`src/rtl/div_issue_ctrl_pkg.sv`:
```
// Shared EXE-stage definitions for the multicycle divide issue controller:
// FSM state encoding, op codes and default constants.
package div_issue_ctrl_pkg;

  typedef enum logic [2:0] {
    ST_IDLE  = 3'd0,
    ST_ISSUE = 3'd1,
    ST_WAIT  = 3'd2,
    ST_DRAIN = 3'd3,
    ST_WB    = 3'd4
  } div_state_e;

  localparam logic OP_DIVQ = 1'b0;
  localparam logic OP_DIVR = 1'b1;

  // Held wider than any expected datapath so it can be truncated to DATA_W.
  localparam int DIV_MAX_W = 64;
  localparam logic [DIV_MAX_W-1:0] DIV0_QUOT = '1;

  localparam int DIV_TIMEOUT = 64;

endpackage

```
`src/rtl/div_issue_ctrl_if.sv`:
```
// Pipeline/divide-unit handshake bundle for div_issue_ctrl.
// master = pipeline + divide unit side, slave = the issue controller.
interface div_issue_ctrl_if #(
  parameter int DATA_W = 32,
  parameter int RD_W   = 5
);

  logic              req_valid;
  logic              req_op;
  logic [DATA_W-1:0] req_a;
  logic [DATA_W-1:0] req_b;
  logic [RD_W-1:0]   req_rd;
  logic              req_ready;
  logic              flush;
  logic              stall;

  logic              unit_start;
  logic              unit_op;
  logic [DATA_W-1:0] unit_a;
  logic [DATA_W-1:0] unit_b;
  logic              unit_valid;
  logic [DATA_W-1:0] unit_result;

  logic              wb_valid;
  logic [RD_W-1:0]   wb_rd;
  logic [DATA_W-1:0] wb_data;
  logic              wb_err;

  modport master (
    output req_valid, req_op, req_a, req_b, req_rd, flush, unit_valid, unit_result,
    input  req_ready, stall, unit_start, unit_op, unit_a, unit_b,
           wb_valid, wb_rd, wb_data, wb_err
  );

  modport slave (
    input  req_valid, req_op, req_a, req_b, req_rd, flush, unit_valid, unit_result,
    output req_ready, stall, unit_start, unit_op, unit_a, unit_b,
           wb_valid, wb_rd, wb_data, wb_err
  );

endinterface

```
`src/rtl/div_issue_ctrl_timer.sv`:
```
// Saturating wait counter for multicycle units. expired is high in the
// cycle whose increment reaches TIMEOUT, and stays high once saturated.
module mc_wait_timer #(
  parameter int TIMEOUT = 64
) (
  input  logic clk,
  input  logic rst_n,
  input  logic clear,
  input  logic enable,
  output logic expired
);

  localparam int CNT_W = $clog2(TIMEOUT + 1);
  localparam logic [CNT_W-1:0] CNT_MAX  = CNT_W'(TIMEOUT);
  localparam logic [CNT_W-1:0] CNT_LAST = CNT_W'(TIMEOUT - 1);

  logic [CNT_W-1:0] count_q;
  logic [CNT_W-1:0] count_d;

  always_comb begin
    count_d = count_q;
    if (clear) begin
      count_d = '0;
    end else if (enable && (count_q != CNT_MAX)) begin
      count_d = count_q + 1'b1;
    end
  end

  always_ff @(posedge clk or negedge rst_n) begin
    if (!rst_n) begin
      count_q <= '0;
    end else begin
      count_q <= count_d;
    end
  end

  assign expired = !clear && ((count_q == CNT_MAX) || (enable && (count_q == CNT_LAST)));

endmodule

```
`src/rtl/div_issue_ctrl.sv`:
```
// Issue-side controller for the multicycle divide unit: latches one request,
// starts the unit, stalls until result/timeout/flush, then strobes writeback.
module div_issue_ctrl
  import div_issue_ctrl_pkg::*;
#(
  parameter int DATA_W  = 32,
  parameter int RD_W    = 5,
  parameter int TIMEOUT = DIV_TIMEOUT
) (
  input logic          clk,
  input logic          rst_n,
  div_issue_ctrl_if.slave bus
);

  localparam logic [DATA_W-1:0] QUOT_DIV0 = DATA_W'(DIV0_QUOT);

  div_state_e        state_q, state_d;
  logic              op_q, op_d;
  logic [DATA_W-1:0] a_q, a_d;
  logic [DATA_W-1:0] b_q, b_d;
  logic [RD_W-1:0]   rd_q, rd_d;
  logic              unit_start_q, unit_start_d;
  logic              wb_valid_q, wb_valid_d;
  logic [RD_W-1:0]   wb_rd_q, wb_rd_d;
  logic [DATA_W-1:0] wb_data_q, wb_data_d;
  logic              wb_err_q, wb_err_d;

  logic timer_clear;
  logic timer_en;
  logic timer_expired;
  logic accept;

  mc_wait_timer #(.TIMEOUT(TIMEOUT)) u_timer (
    .clk     (clk),
    .rst_n   (rst_n),
    .clear   (timer_clear),
    .enable  (timer_en),
    .expired (timer_expired)
  );

  assign accept = (state_q == ST_IDLE) && bus.req_valid && !bus.flush;

  always_comb begin
    state_d     = state_q;
    op_d        = op_q;
    a_d         = a_q;
    b_d         = b_q;
    rd_d        = rd_q;
    wb_rd_d     = wb_rd_q;
    wb_data_d   = wb_data_q;
    wb_err_d    = wb_err_q;
    timer_clear = 1'b0;
    timer_en    = 1'b0;

    unique case (state_q)
      ST_IDLE: begin
        if (accept) begin
          op_d = bus.req_op;
          a_d  = bus.req_a;
          b_d  = bus.req_b;
          rd_d = bus.req_rd;
          if (bus.req_b == '0) begin
            // Divide-by-zero never reaches the unit; result is resolved here.
            state_d  = ST_WB;
            wb_rd_d  = bus.req_rd;
            wb_err_d = 1'b0;
            case (bus.req_op)
              OP_DIVQ: wb_data_d = QUOT_DIV0;
              OP_DIVR: wb_data_d = bus.req_a;
            endcase
          end else begin
            state_d = ST_ISSUE;
          end
        end
      end

      ST_ISSUE: begin
        timer_clear = 1'b1;
        if (bus.flush) begin
          state_d = bus.unit_valid ? ST_IDLE : ST_DRAIN;
        end else if (bus.unit_valid) begin
          state_d   = ST_WB;
          wb_rd_d   = rd_q;
          wb_data_d = bus.unit_result;
          wb_err_d  = 1'b0;
        end else begin
          state_d = ST_WAIT;
        end
      end

      ST_WAIT: begin
        timer_en = 1'b1;
        if (bus.flush) begin
          // A result or timeout coinciding with flush already ends the op.
          state_d = (bus.unit_valid || timer_expired) ? ST_IDLE : ST_DRAIN;
        end else if (bus.unit_valid) begin
          state_d   = ST_WB;
          wb_rd_d   = rd_q;
          wb_data_d = bus.unit_result;
          wb_err_d  = 1'b0;
        end else if (timer_expired) begin
          state_d   = ST_WB;
          wb_rd_d   = rd_q;
          wb_data_d = '0;
          wb_err_d  = 1'b1;
        end
      end

      ST_DRAIN: begin
        timer_en = 1'b1;
        if (bus.unit_valid || timer_expired) begin
          state_d = ST_IDLE;
        end
      end

      ST_WB: begin
        state_d = ST_IDLE;
      end

      default: begin
        state_d = ST_IDLE;
      end
    endcase

    unit_start_d = (state_d == ST_ISSUE);
    wb_valid_d   = (state_d == ST_WB);
  end

  always_ff @(posedge clk or negedge rst_n) begin
    if (!rst_n) begin
      state_q      <= ST_IDLE;
      op_q         <= 1'b0;
      a_q          <= '0;
      b_q          <= '0;
      rd_q         <= '0;
      unit_start_q <= 1'b0;
      wb_valid_q   <= 1'b0;
      wb_rd_q      <= '0;
      wb_data_q    <= '0;
      wb_err_q     <= 1'b0;
    end else begin
      state_q      <= state_d;
      op_q         <= op_d;
      a_q          <= a_d;
      b_q          <= b_d;
      rd_q         <= rd_d;
      unit_start_q <= unit_start_d;
      wb_valid_q   <= wb_valid_d;
      wb_rd_q      <= wb_rd_d;
      wb_data_q    <= wb_data_d;
      wb_err_q     <= wb_err_d;
    end
  end

  assign bus.req_ready  = (state_q == ST_IDLE);
  assign bus.stall      = accept || (state_q == ST_ISSUE) || (state_q == ST_WAIT) ||
                          (state_q == ST_DRAIN);
  assign bus.unit_start = unit_start_q;
  assign bus.unit_op    = op_q;
  assign bus.unit_a     = a_q;
  assign bus.unit_b     = b_q;
  // Flush during writeback cancels the strobe in that same cycle.
  assign bus.wb_valid   = wb_valid_q && !bus.flush;
  assign bus.wb_rd      = wb_rd_q;
  assign bus.wb_data    = wb_data_q;
  assign bus.wb_err     = wb_err_q;

endmodule

```
`src/flat_wrapper.sv`:
```
// flat-port wrapper written by rule: the top's interface ports become plain ports
module div_issue_ctrl_flat import div_issue_ctrl_pkg::*;
#(
  parameter int DATA_W  = 32,
  parameter int RD_W    = 5,
  parameter int TIMEOUT = DIV_TIMEOUT
)
  (clk, rst_n, bus_req_valid, bus_req_op, bus_req_a, bus_req_b, bus_req_rd, bus_flush, bus_unit_valid, bus_unit_result, bus_req_ready, bus_stall, bus_unit_start, bus_unit_op, bus_unit_a, bus_unit_b, bus_wb_valid, bus_wb_rd, bus_wb_data, bus_wb_err);
  div_issue_ctrl_if #(.DATA_W(DATA_W), .RD_W(RD_W)) bus_i ();
  input logic clk;
  input logic rst_n;
  input wire logic [$bits(bus_i.req_valid)-1:0] bus_req_valid;
  input wire logic [$bits(bus_i.req_op)-1:0] bus_req_op;
  input wire logic [$bits(bus_i.req_a)-1:0] bus_req_a;
  input wire logic [$bits(bus_i.req_b)-1:0] bus_req_b;
  input wire logic [$bits(bus_i.req_rd)-1:0] bus_req_rd;
  input wire logic [$bits(bus_i.flush)-1:0] bus_flush;
  input wire logic [$bits(bus_i.unit_valid)-1:0] bus_unit_valid;
  input wire logic [$bits(bus_i.unit_result)-1:0] bus_unit_result;
  output wire logic [$bits(bus_i.req_ready)-1:0] bus_req_ready;
  output wire logic [$bits(bus_i.stall)-1:0] bus_stall;
  output wire logic [$bits(bus_i.unit_start)-1:0] bus_unit_start;
  output wire logic [$bits(bus_i.unit_op)-1:0] bus_unit_op;
  output wire logic [$bits(bus_i.unit_a)-1:0] bus_unit_a;
  output wire logic [$bits(bus_i.unit_b)-1:0] bus_unit_b;
  output wire logic [$bits(bus_i.wb_valid)-1:0] bus_wb_valid;
  output wire logic [$bits(bus_i.wb_rd)-1:0] bus_wb_rd;
  output wire logic [$bits(bus_i.wb_data)-1:0] bus_wb_data;
  output wire logic [$bits(bus_i.wb_err)-1:0] bus_wb_err;
  assign bus_i.req_valid = bus_req_valid;
  assign bus_i.req_op = bus_req_op;
  assign bus_i.req_a = bus_req_a;
  assign bus_i.req_b = bus_req_b;
  assign bus_i.req_rd = bus_req_rd;
  assign bus_i.flush = bus_flush;
  assign bus_i.unit_valid = bus_unit_valid;
  assign bus_i.unit_result = bus_unit_result;
  assign bus_req_ready = bus_i.req_ready;
  assign bus_stall = bus_i.stall;
  assign bus_unit_start = bus_i.unit_start;
  assign bus_unit_op = bus_i.unit_op;
  assign bus_unit_a = bus_i.unit_a;
  assign bus_unit_b = bus_i.unit_b;
  assign bus_wb_valid = bus_i.wb_valid;
  assign bus_wb_rd = bus_i.wb_rd;
  assign bus_wb_data = bus_i.wb_data;
  assign bus_wb_err = bus_i.wb_err;
  div_issue_ctrl #(.DATA_W(DATA_W), .RD_W(RD_W), .TIMEOUT(TIMEOUT)) u_core (.clk(clk), .rst_n(rst_n), .bus(bus_i));
endmodule
```
`config.mk`:
```
export PLATFORM = sky130hd
export DESIGN_NAME = div_issue_ctrl_flat
export DESIGN_NICKNAME = d
export VERILOG_FILES = /design/src/rtl/div_issue_ctrl_pkg.sv /design/src/rtl/div_issue_ctrl_if.sv /design/src/rtl/div_issue_ctrl_timer.sv /design/src/rtl/div_issue_ctrl.sv /design/src/flat_wrapper.sv
export SDC_FILE = /design/constraint.sdc
export NUM_CORES = 1
export LEC_CHECK = 0
export ABC_AREA = 1
export ABC_CLOCK_PERIOD_IN_PS = 4070
export CORE_AREA = 4 4 114 116
export CTS_BUF_LIST = sky130_fd_sc_hd__clkbuf_4 sky130_fd_sc_hd__clkbuf_8
export DETAILED_ROUTE_END_ITERATION = 10
export DIE_AREA = 0 0 118 120
export PLACE_DENSITY = 0.84
export SYNTH_ARGS = -nofsm -noshare
export SYNTH_HDL_FRONTEND = slang
export SYNTH_SLANG_ARGS = --single-unit
```
`constraint.sdc`:
```
create_clock -name clk -period 4.07 [get_ports clk]
set_input_delay 0.814 -clock clk [delete_from_list [all_inputs] [get_ports clk]]
set_output_delay 0.814 -clock clk [all_outputs]
set_load 0.05 [all_outputs]
```
**Word level (Yosys, flattened, before mapping)**

Cells that the tools add are included.

- $add $sub $neg: 1
- Equal/unequal tests: 14
- Muxes and demuxes: 40
- Bitwise operators: 1
- Reductions and logical operators: 20

Operators by type and width:

| operator | count |
|---|---|
| 2-to-1 mux 32 bit | 7 |
| case mux 32 bit (3 select lines) | 1 |
| case mux 32 bit (2 select lines) | 1 |
| 2-to-1 mux 5 bit | 7 |
| logical NOT 32 bit | 1 |
| 2-to-1 mux 3 bit | 8 |
| case mux 5 bit (3 select lines) | 1 |
| 2-to-1 mux 7 bit | 2 |
| case mux 3 bit (4 select lines) | 1 |
| 2-to-1 mux 1 bit | 9 |
| adder 7 x 1 -> 7 bit, second input constant | 1 |
| equality test 7 x 6 -> 1 bit, second input constant | 1 |
| equality test 7 bit, second input constant | 1 |
| != test 7 bit, second input constant | 1 |
| AND reduction 7 bit | 1 |
| equality test 3 x 1 -> 1 bit, second input constant | 2 |
| equality test 3 x 2 -> 1 bit, second input constant | 2 |
| logical AND 1 bit | 6 |
| != test 2 bit, second input constant | 3 |
| logical OR 1 bit | 5 |
| 2-to-1 mux 2 bit | 2 |
| != test 2 x 1 -> 1 bit, second input constant | 2 |
| equality test 3 bit, second input constant | 1 |
| logical NOT 3 bit | 1 |
| other kinds (8) | 9 |

- Flip-flop bits (word level): 120
- Input port bits: 107
- Output and inout port bits: 107
- Word-level logic and storage cells: 87

**Longest topological paths before layout**

- Depth after elaboration: 11
- Gate-level depth with buffers: 14
- Gate-level depth less buffers: 12

**Modules after synthesis**

From an unflattened synthesis, not the netlist that was laid out.

- Cell total of the unflattened synthesis: 727
- Area, all modules: 5748.0 um2

Modules (own cells, without submodules):

| module | times used | cells an instance | area an instance (um2) | seq. area each (um2) |
|---|---|---|---|---|
| div_issue_ctrl | 1 | 664 | 5288.8 | 2827.7 |
| mc_wait_timer | 1 | 63 | 459.2 | 175.2 |

**Worst setup path before layout**

No wires, ideal clock.

- Path type: input-to-output
- Start: input port bus_flush
- End: output port bus_stall
- Arrival time: 1728 ps
- Data required time: 3256 ps
- Setup slack: 1528 ps
- Stages: 6
- Path buffers: 1
- Cells stage by stage: inv_2 -> nand2_1 -> nor2_2 -> inv_2 -> clkbuf_1 -> nand3_1

- Longest elaborated chain between the ends: 5

RTL lines:

| what | RTL line | source |
|---|---|---|
| from (decl) | flat_wrapper.sv:17 | `input wire logic [$bits(bus_i.flush)-1:0] bus_flush;` |
| logical NOT 1 bit | div_issue_ctrl.sv:41 | `assign accept = (state_q == ST_IDLE) && bus.req_valid && !bus.flush;` |
| logical AND 1 bit | div_issue_ctrl.sv:41 |  |
| logical OR 1 bit (3 in a row) | div_issue_ctrl.sv:156 | `assign bus.stall = accept \|\| (state_q == ST_ISSUE) \|\| (state_q == ST_WAIT) \|\|` |
| to (decl) | flat_wrapper.sv:21 | `output wire logic [$bits(bus_i.stall)-1:0] bus_stall;` |

Every way passes these cells.

**Worst setup path in the final report**

Same ends and word-level chain as after synthesis.

==> results.cfg <==
[critical_path]
start_kind = input pin
crit_top_cell = inv_2
cp.arrival_ns = 2.36
path_class = in -> out
crit_chain = clkdlybuf4s50_1, inv_2, nand2_1, nor2_4, inv_2, buf_4, nand3_1, buf_12
r2r.worst_path.cells = 12
cp-end-kind = output port
critPathMaxFanout = 30
critPathMaxStageDelay_ns = 0.60
crit_slowest_cell = clkdlybuf4s50_1
worstPathRequired_ns = 3.26

[global_routing]
antenna_found_initial = 0
overflow = 0
grt.total_usage_pct = 23.49
grt_pass1_wl_mm = 26.57
grt_max_degree = 71
grt_pass1_vias = 5389

[synth]
synthCells = 704
synthArstFlopShare_pct = 100.0
yosysWarnings = 0
synth_top_flop_cell = dfrtp_1
ys_seq_area_share_pct = 54.53
synthTopCellsByCount = nand2_1, dfrtp_1, o21ai_0, inv_1, nand3_1
synth_top_cell_area_share_pct = 54.53
yosysMostFrequentCell = nand2_1
synth_area_leader_cell = dfrtp_1
netlist_area_um2 = 5507
synth_nets = 813
ys_ff_latch = 120
synth.distinct_cells = 26
synth_area_per_cell_um2 = 7.822
yosys-top-cells-area = dfrtp_1, nand2_1, o21ai_0
synth-edff-count = 0

[power]
peakVddDrop_uv = 537.1
pwr_density_cell_nw_per_um2 = 895.1
leakagePower_nw = 4.009
total_power_mw = 7.298

[die]
core_area_um2 = 11910
rows = 40
dieWidth_um = 118
start_util_pct = 46.23
die_area_um2 = 14160
ioPinCount = 214
die-height_um = 120

[job]
maxCapViolCount = 0

[clock_tree]
insertion_delay_ns = 0.43
postCtsSetupBuffers = 0
htreeDepth = 4
cts_tree = done
cts_buffer_depth = 2
cts_root_buf = clkbuf_8
cts_resized = 0
clkTransAtPathRegs_ns = 0.08
cts_hold_buffers = 0
numClockSinks = 120
cts_buffers = 17

[drt]
drtAntennaViolNets = 0
drt_pass1_iterations = 5
detail_route.vias_per_cell = 4.964
drt-wirelength-per-cell_um = 15.28
routed_wirelength_mm = 16.30
num_vias = 5297
drc_errors = 0
drt_iter0_drc = 355

[placement]
hpwl_mm = 11.21
port_buffers = 213
globalplace.congestion = 0.8964

[timing]
slew_viol_final = 0
clock_skew_ns = 0.01328
fin_crit_sh_pct = 77.95
max_slew_margin_pct = 31.70
timing.setup.tns_ns = 0
finalSetupViolCount = 0
period_minus_slack_ns = 3.172
worst_slew_pin_slew_ns = 1.023
rsz0062_at_grt = false
hold_violations = 0
max_freq_mhz = 315.2

[run_status]
status = finished clean

[hold_path]
hold_class = in -> async

[cells_and_area]
antennaDiodeCount = 0
drive_gt1_share_pct = 5.978
fillers = 991
area_delta_synth_final_pct = 48.06
nNetsFinal = 1016
[state kept, by name, indices dropped and copies added (netlist names)]
name,flops
u_core.bus.unit_op,1
u_core.bus.unit_start,1
u_core.state_q,3
u_core.bus.wb_data,32
u_core.rd_q,5
u_core.bus.unit_b,32
u_core.bus.wb_rd,5
u_core.bus.unit_a,32
u_core.u_timer.count_q,7
u_core.bus.wb_err,1
u_core.wb_valid_q,1
[cell families after synthesis]
group | after synthesis | share of synthesized area [%]
buffers and inverters | 96 | 7.498
flip-flops | 120 | 54.53
AO/OA/AOI/OAI | 93 | 8.680
XOR/XNOR | 1 | 0.1591
adder cells (fa/ha/maj) | 2 | 0.4544
AND/OR/NAND/NOR | 392 | 28.68
[cell type report]
type | count | area [µm²] | share of cell area (%)
Clock buffer | 21 | 282.8 | 3.468
Clock inverter | 11 | 146.4 | 1.796
Inverter | 59 | 221.5 | 2.716
Tap cell | 147 | 183.9 | 2.256
Timing Repair Buffer | 221 | 2212 | 27.13
Multi-Input combinational cell | 488 | 2103 | 25.80
Sequential cell | 120 | 3003 | 36.83
[worst paths after layout]
path | startpoint | to | slack, ns
worst max-delay path | bus_flush | bus_stall | 0.90
worst min-delay path | rst_n | u_core.bus.unit_b[2]$_DFFE_PN0P_ | 0.42
worst max register to register | u_core.u_timer.count_q[0]$_DFFE_PN0P_ | u_core.bus.wb_data[15]$_DFFE_PN0P_ | 1.69
worst min register to register | u_core.bus.unit_a[22]$_DFFE_PN0P_ | u_core.bus.unit_a[22]$_DFFE_PN0P_ | 0.47
max in group asynchronous | rst_n | u_core.bus.wb_data[5]$_DFFE_PN0P_ | 2.85
min in group clk | u_core.bus.unit_a[22]$_DFFE_PN0P_ | u_core.bus.unit_a[22]$_DFFE_PN0P_ | 0.47
[per-stage QoR]
step	area [µm²]	std cells	utilization (%)	worst slack, ns	hold WS (ns)
after floorplan	5507	704	-	1.528	0.4534
after global routing	8153	1067	68.45	0.7755	0.4407
final	8153	1067	68.45	0.8975	0.4167
after global placement	7724	1035	64.84	0.9310	0.4528
after detailed placement	7724	1035	64.84	0.8596	0.4571
after CTS	8153	1067	68.45	0.8823	0.4169
[report_power, final]
group	leakage (nW)	internal, mW	total, mW	switching [mW]
registers	1.50	1.73	2.05	0.321
clock network	0.203	0.660	1.15	0.491
logic	2.30	1.30	4.10	2.80
[per-layer routing]
metal  track usage [%]  up-vias  wire length (µm)
met5                 0        -                 0
met4             10.62        0               410
met3             6.786       33              1195
met2             38.48      220              7976
met1             28.89     2438              6720
li1                  -     2606                 -
[cell usage in the layout (no fill, tap or decap), drive strengths merged, types with 2 or more instances in the layout]
master / instances
clkdlybuf4s50: 211
clkbuf: 21
ha: 2
bufinv: 3
inv: 59
buf: 10
nor2: 36
nor3: 2
clkinv: 3
o21ai: 85
nand3b: 2
nand3: 49
nand2: 303
dfrtp: 120
clkinvlp: 5
a21oi: 4
[critical path: cells and delay by family]
| family | cells | cell delay (ns) |
|---|---|---|
| buffers and inverters | 5 | 1.20 |
| AND/OR/NAND/NOR | 3 | 0.34 |
Note: power is estimated with default switching activity, not from simulation.
